**src/rtl/emu_csr_seq_pkg.sv**
```systemverilog
// Shared definitions for the emulator CSR sequencer: command opcodes,
// AXI response codes, FSM states and a counter-width helper.
package emu_csr_seq_pkg;

  localparam logic [1:0] OP_WRITE = 2'd0;
  localparam logic [1:0] OP_READ  = 2'd1;
  localparam logic [1:0] OP_POLL  = 2'd2;

  localparam logic [1:0] RESP_OKAY = 2'b00;

  typedef enum logic [2:0] {
    StIdle,
    StWaddr,
    StWresp,
    StRaddr,
    StRdata,
    StPwait,
    StResp
  } state_e;

  // Bits needed to hold 0..max_val, never less than one.
  function automatic int unsigned cnt_width(input int unsigned max_val);
    return (max_val < 1) ? 1 : $clog2(max_val + 1);
  endfunction

endpackage

```
**src/rtl/emu_csr_sequencer.sv**
```systemverilog
// AXI-Lite master that turns host WRITE/READ/POLL commands into CSR
// transactions and returns exactly one response per accepted command.
module emu_csr_sequencer
  import emu_csr_seq_pkg::*;
#(
  parameter int unsigned ADDR_WIDTH    = 12,
  parameter int unsigned DATA_WIDTH    = 32,
  parameter int unsigned POLL_INTERVAL = 20,
  parameter int unsigned MAX_POLLS     = 1024
) (
  input  logic                  clk,
  input  logic                  resetn,

  input  logic                  cmd_valid,
  output logic                  cmd_ready,
  input  logic [1:0]            cmd_op,
  input  logic [ADDR_WIDTH-1:0] cmd_addr,
  input  logic [DATA_WIDTH-1:0] cmd_data,
  input  logic [DATA_WIDTH-1:0] cmd_mask,

  output logic                  rsp_valid,
  input  logic                  rsp_ready,
  output logic [DATA_WIDTH-1:0] rsp_data,
  output logic                  rsp_err,
  output logic                  rsp_timeout,

  output logic                  m_axilite_awvalid,
  input  logic                  m_axilite_awready,
  output logic [ADDR_WIDTH-1:0] m_axilite_awaddr,
  output logic [2:0]            m_axilite_awprot,

  output logic                  m_axilite_wvalid,
  input  logic                  m_axilite_wready,
  output logic [DATA_WIDTH-1:0] m_axilite_wdata,
  output logic [3:0]            m_axilite_wstrb,

  input  logic                  m_axilite_bvalid,
  output logic                  m_axilite_bready,
  input  logic [1:0]            m_axilite_bresp,

  output logic                  m_axilite_arvalid,
  input  logic                  m_axilite_arready,
  output logic [ADDR_WIDTH-1:0] m_axilite_araddr,
  output logic [2:0]            m_axilite_arprot,

  input  logic                  m_axilite_rvalid,
  output logic                  m_axilite_rready,
  input  logic [DATA_WIDTH-1:0] m_axilite_rdata,
  input  logic [1:0]            m_axilite_rresp
);

  localparam int unsigned PCW = cnt_width(MAX_POLLS);
  localparam int unsigned ICW = cnt_width(POLL_INTERVAL);

  state_e                state_q, state_d;
  logic [1:0]            op_q, op_d;
  logic [ADDR_WIDTH-1:0] addr_q, addr_d;
  logic [DATA_WIDTH-1:0] data_q, data_d;
  logic [DATA_WIDTH-1:0] mask_q, mask_d;
  logic [DATA_WIDTH-1:0] rdata_q, rdata_d;
  logic                  err_q, err_d;
  logic                  timeout_q, timeout_d;
  logic                  aw_done_q, aw_done_d;
  logic                  w_done_q, w_done_d;
  logic [PCW-1:0]        poll_cnt_q, poll_cnt_d;
  logic [ICW-1:0]        intv_cnt_q, intv_cnt_d;
  // Holds cmd_ready low while in reset and for the first cycle after it.
  logic                  live_q;

  logic                  is_poll;
  logic                  poll_match;
  logic                  rresp_bad;

  assign is_poll    = (op_q == OP_POLL);
  assign poll_match = ((m_axilite_rdata & mask_q) == (data_q & mask_q));
  assign rresp_bad  = (m_axilite_rresp != RESP_OKAY);

  // Next-state and datapath updates for the command sequencer.
  always_comb begin
    state_d    = state_q;
    op_d       = op_q;
    addr_d     = addr_q;
    data_d     = data_q;
    mask_d     = mask_q;
    rdata_d    = rdata_q;
    err_d      = err_q;
    timeout_d  = timeout_q;
    aw_done_d  = aw_done_q;
    w_done_d   = w_done_q;
    poll_cnt_d = poll_cnt_q;
    intv_cnt_d = intv_cnt_q;

    unique case (state_q)
      StIdle: begin
        if (cmd_valid && live_q) begin
          op_d       = cmd_op;
          addr_d     = cmd_addr;
          data_d     = cmd_data;
          mask_d     = cmd_mask;
          rdata_d    = '0;
          err_d      = 1'b0;
          timeout_d  = 1'b0;
          aw_done_d  = 1'b0;
          w_done_d   = 1'b0;
          poll_cnt_d = '0;
          // Reserved opcode falls through to the read path.
          state_d    = (cmd_op == OP_WRITE) ? StWaddr : StRaddr;
        end
      end

      StWaddr: begin
        aw_done_d = aw_done_q | m_axilite_awready;
        w_done_d  = w_done_q | m_axilite_wready;
        if (aw_done_d && w_done_d) begin
          state_d = StWresp;
        end
      end

      StWresp: begin
        if (m_axilite_bvalid) begin
          err_d   = (m_axilite_bresp != RESP_OKAY);
          state_d = StResp;
        end
      end

      StRaddr: begin
        if (m_axilite_arready) begin
          state_d = StRdata;
        end
      end

      StRdata: begin
        if (m_axilite_rvalid) begin
          rdata_d = m_axilite_rdata;
          err_d   = err_q | rresp_bad;
          if (!is_poll) begin
            state_d = StResp;
          end else begin
            poll_cnt_d = (poll_cnt_q == '1) ? poll_cnt_q : poll_cnt_q + PCW'(1);
            if (poll_match || rresp_bad) begin
              state_d = StResp;
            end else if ((MAX_POLLS != 0) && (poll_cnt_d == PCW'(MAX_POLLS))) begin
              timeout_d = 1'b1;
              state_d   = StResp;
            end else if (POLL_INTERVAL == 0) begin
              state_d = StRaddr;
            end else begin
              intv_cnt_d = ICW'(POLL_INTERVAL);
              state_d    = StPwait;
            end
          end
        end
      end

      StPwait: begin
        if (intv_cnt_q <= ICW'(1)) begin
          state_d = StRaddr;
        end else begin
          intv_cnt_d = intv_cnt_q - ICW'(1);
        end
      end

      StResp: begin
        if (rsp_ready) begin
          err_d     = 1'b0;
          timeout_d = 1'b0;
          state_d   = StIdle;
        end
      end

      default: state_d = StIdle;
    endcase
  end

  // State and datapath registers; reset aborts any command in flight.
  always_ff @(posedge clk or negedge resetn) begin
    if (!resetn) begin
      state_q    <= StIdle;
      op_q       <= OP_WRITE;
      addr_q     <= '0;
      data_q     <= '0;
      mask_q     <= '0;
      rdata_q    <= '0;
      err_q      <= 1'b0;
      timeout_q  <= 1'b0;
      aw_done_q  <= 1'b0;
      w_done_q   <= 1'b0;
      poll_cnt_q <= '0;
      intv_cnt_q <= '0;
      live_q     <= 1'b0;
    end else begin
      state_q    <= state_d;
      op_q       <= op_d;
      addr_q     <= addr_d;
      data_q     <= data_d;
      mask_q     <= mask_d;
      rdata_q    <= rdata_d;
      err_q      <= err_d;
      timeout_q  <= timeout_d;
      aw_done_q  <= aw_done_d;
      w_done_q   <= w_done_d;
      poll_cnt_q <= poll_cnt_d;
      intv_cnt_q <= intv_cnt_d;
      live_q     <= 1'b1;
    end
  end

  // Outputs decode from registered state only, so no valid follows a ready.
  assign cmd_ready         = (state_q == StIdle) && live_q;
  assign m_axilite_awvalid = (state_q == StWaddr) && !aw_done_q;
  assign m_axilite_wvalid  = (state_q == StWaddr) && !w_done_q;
  assign m_axilite_bready  = (state_q == StWresp);
  assign m_axilite_arvalid = (state_q == StRaddr);
  assign m_axilite_rready  = (state_q == StRdata);
  assign rsp_valid         = (state_q == StResp);

  assign m_axilite_awaddr  = addr_q;
  assign m_axilite_araddr  = addr_q;
  assign m_axilite_wdata   = data_q;
  assign m_axilite_wstrb   = 4'hF;
  assign m_axilite_awprot  = 3'b000;
  assign m_axilite_arprot  = 3'b000;

  assign rsp_data          = rdata_q;
  assign rsp_err           = err_q;
  assign rsp_timeout       = timeout_q;

endmodule

```
**config.mk**
```make
export PLATFORM = sky130hd
export DESIGN_NAME = emu_csr_sequencer
export DESIGN_NICKNAME = d
export VERILOG_FILES = /design/src/rtl/emu_csr_seq_pkg.sv /design/src/rtl/emu_csr_sequencer.sv
export SDC_FILE = /design/constraint.sdc
export NUM_CORES = 1
export LEC_CHECK = 0
export ABC_AREA = 1
export BUFFER_PORTS_ARGS = -buffer_cell sky130_fd_sc_hd__buf_2
export CAP_MARGIN = 20
export CORE_MARGIN = 5
export CORE_UTILIZATION = 40
export DETAILED_ROUTE_END_ITERATION = 8
export PLACE_DENSITY = 0.66
export SYNTH_ARGS = -nofsm -noshare
export SYNTH_HDL_FRONTEND = slang
export SYNTH_SLANG_ARGS = --single-unit
export TNS_END_PERCENT = 1
```
**constraint.sdc**
```tcl
create_clock -name clk -period 3.8 [get_ports clk]
set_clock_uncertainty 0.1 [all_clocks]
set_input_delay 0.38 -clock clk [delete_from_list [all_inputs] [get_ports clk]]
set_output_delay 0.38 -clock clk [all_outputs]
set_load 0.005 [all_outputs]
```
==> out/metrics.csv <==
stage;metric;value;unit
pwr;power_frac_seq;38.5;%
layout;final_cells;1298;
pwr;internal_power;3.934;mW
pwr;power_switching;2.458;mW
sta;slew_headroom;57.61;%
sta;period_share;60.84;%
clock_network;tritoncts.num_buffers;17;
pwr;peakVddDrop;0.3460;mV
route;via_per_inst;4.589;
global_routing;grt_use_total;19.28;%
clock_network;htree_levels;4;
global_routing;antenna_found_initial;2;
layout;final_cell_mix;nand2_1 (323), buf_2 (218), dfrtp_1 (134);
clock_network;cts.repair.resized;0;
sta;tns;0;ns
layout;final_nets;1191;
layout;antenna_cells;0;
sta;rsz0062_at_grt;false;
clock_network;clkSinkCount;134;
die;start_util;40.26;%
sta;finalSetupViolations;0;
global_routing;grt_max_degree;109;
die;dieArea;19120;µm²
sta;hold_viol;0;
setup_path;slowest_stage;dfrtp_1;
setup_path;worstReg2RegEnd;intv_cnt_q[1];
worst_hold_path;hold_depth;3;
pwr;switching_share;38.45;%
route;drc;0;
route;wl_per_cell;14.21;µm
route;wl;18440;µm
layout;multi_input_area;2482;µm²
global_routing;grt_pass1_wl;29920;µm
sta;min_period;2.312;ns
die;boundaryPins;230;
setup_path;rr_worst_depth;13;
global_routing;grt_pass1_vias;5960;
worst_hold_path;hp-class;in -> reg;
setup_path;cp-end-kind;flip-flop;
setup_path;arrival;2.55;ns
route;drt_iter0_drc;301;
route;vias;5956;
sta;drv_slew;0;
setup_path;startpoint_type;flip-flop;
setup_path;crit_type;reg -> reg;
route;ant_nets;0;
die;rows;47;
place;io_buffers;219;
die;floorplan.core_area;16350;µm²
synth;synth_cell_types;34;
synth;synth_top_cell_by_area;dfrtp_1;
place;hpwl;13420;µm
place;dp.cells;1264;
clock_network;clockRootBuffer;clkbuf_16;
pwr;combPwrFrac;36.9;%
setup_path;critical_path_depth;13;
synth;synth-seq-cells;134;
setup_path;path_cells;nor2_1 -> inv_2 -> nor2_2 -> buf_4 -> nand2_2 -> nand2_1 -> nor2_4 -> nand2_2 -> nand2_2 -> nand2_1 -> nor2_2 -> nand2_1 -> o21ai_1;
layout;regArea;3353;µm²
synth;yosys-top-cells-area;dfrtp_1 (51%), nand2_1 (18%), inv_1 (7.0%), nand3_1 (3.8%), o21ai_0 (3.7%);
setup_path;r2r_slack;1.49;ns
die;die_w;138.3;µm
job;cap_violations;0;
route;first_pass_iters;4;
layout;syn2layout_area_growth;27.03;%
synth;synth_seq_area_share;50.94;%
layout;final_common_cell;nand2_1;
synth;synthCells;858;
pwr;power_per_cell_area;764.4;nW/µm²
synth;avgSynthCellArea;7.672;µm²
setup_path;path_max_fanout;20;
worst_hold_path;hp-start;cmd_mask[31];
place;gp_congestion;0.8939;
clock_network;clock_path_buffers;2;
synth;netlist.area_leader.share;50.94;%
die;die_h;138.3;µm
pwr;clkPwrFrac;24.6;%
status;status;completed;
worst_hold_path;hold-path-endpoint;mask_q[31];
clock_network;post-cts-setup-buffer-count;0;
sta;max_freq;432.6;MHz
synth;yosysWarnings;0;
layout;finish.utilization;51.15;%
setup_path;required;4.03;ns
setup_path;max_stage_delay;0.41;ns
sta;hold_ws;0.04640;ns
pwr;leakage;4.671;nW
sta;worst_pin_slew;0.6358;ns
layout;fill_cells;1628;
global_routing;gr-total-overflow;0;
setup_path;crit_buf_inv;2;
synth;netlist_area;6583;µm²
setup_path;reg2reg_from;state_q[0];
clock_network;cts_tree;done;
clock_network;path_clk_slew;0.06;ns
clock_network;worstSkewPairLatency;0.42;ns
setup_path;worst_path_dominant_cell_family;simple AND/OR/NAND/NOR gates;
layout;drive_gt1_share;26.53;%
-- stage by stage --
stage               power [mW]  cell area, µm²  worst slack, ns
global placement         4.805            7759            1.535
CTS                      6.469            8324            1.477
finish                   6.391            8362            1.488
floorplan                3.893            6616            1.910
detailed placement       4.859            7759            1.502
global route             6.915            8362            1.299
-- state kept, by name (all words and copies together), names as in the netlist, 2 cells and up --
name and flops:
intv_cnt_q 5, m_axilite_araddr 12, m_axilite_wdata 32, mask_q 32, op_q 2, poll_cnt_q 11
rsp_data 32, state_q 3
-- layout make-up --
type	count	share of cell area, %
clock buffer	18	5.252
tap	220	3.292
timing repair buffer	228	14.41
multi-input combinational	556	29.69
clock inverter	14	1.511
sequential	134	40.10
inverter	128	5.746
-- worst max path at each step --
stage,start,endpoint
after global routing,state_q[0],intv_cnt_q[1]
after floorplan,poll_cnt_q[1],intv_cnt_q[1]
after global placement,state_q[2],intv_cnt_q[4]
after CTS,state_q[0],intv_cnt_q[1]
final,state_q[0],intv_cnt_q[1]
after detailed placement,state_q[0],intv_cnt_q[1]
-- what timing repair did --
item                                    4_1_cts  5_1_grt
hold buffers                                  0        1
endpoints found under the setup margin        0        0
endpoints found under the hold margin         0       29
-- worst register-to-register path, cell delays in order, from the launching register on --
cell     delay, ns
dfrtp_1       0.41
nor2_1        0.11
inv_2         0.09
nor2_2        0.04
buf_4         0.21
nand2_2       0.11
nand2_1       0.10
nor2_4        0.34
nand2_2       0.17
nand2_2       0.11
nand2_1       0.07
nor2_2        0.20
nand2_1       0.07
o21ai_1       0.09
-- cell families (layout without fill, tap and decap cells) --
group                      count (synthesis)  after routing  share of synthesized area [%]
adders and majority gates                  3              3                         0.5703
DFF                                      134            134                          50.94
xor gates and xnor gates                   4              4                         0.5323
and+or+nand+nor                          440            440                          27.69
other                                      2             11                         0.1141
AOI/OAI and AO/OA                         98             98                          8.288
buffers and inverters                    177            388                          11.86
-- Yosys cell counts --
master	number
conb_1	2
inv_1	123
o22ai_1	34
nand2_2	6
o21ai_2	1
a21oi_1	7
nor2_1	35
clkbuf_1	13
dfrtp_1	134
nand3_2	3
o211ai_1	1
and3_1	1
buf_4	27
nand3b_1	1
buf_6	1
nor2_4	2
a41oi_1	1
ha_1	3
o21ai_1	4
xor2_1	3
xnor2_1	1
nor3_2	1
nand3_1	50
nand4_1	2
nand2_1	323
nand3_4	1
buf_1	2
nor2_2	6
o21ai_0	49
o31ai_1	1
buf_2	6
or2_2	2
inv_2	5
nor3_1	7
-- power by group through the flow --
stage / Combinational [mW] / Clock (mW) / Sequential [mW]
after global placement: 2.34 / 0 / 2.47
after detailed placement: 2.39 / 0 / 2.47
final: 2.36 / 1.57 / 2.46
after CTS: 2.40 / 1.61 / 2.46
after global routing: 2.70 / 1.67 / 2.55
after floorplan: 1.44 / 0 / 2.45
-- per-layer routing --
metal  up-vias  part of all wire [%]  GRT usage, %
met1      2736                    44         24.81
met5         -                  0.15             0
met4         4                  0.87         4.680
met2       165                    48         31.81
li1       3035                     -             -
met3        16                   6.8         6.181
Note: power is estimated with default switching activity, not from simulation.
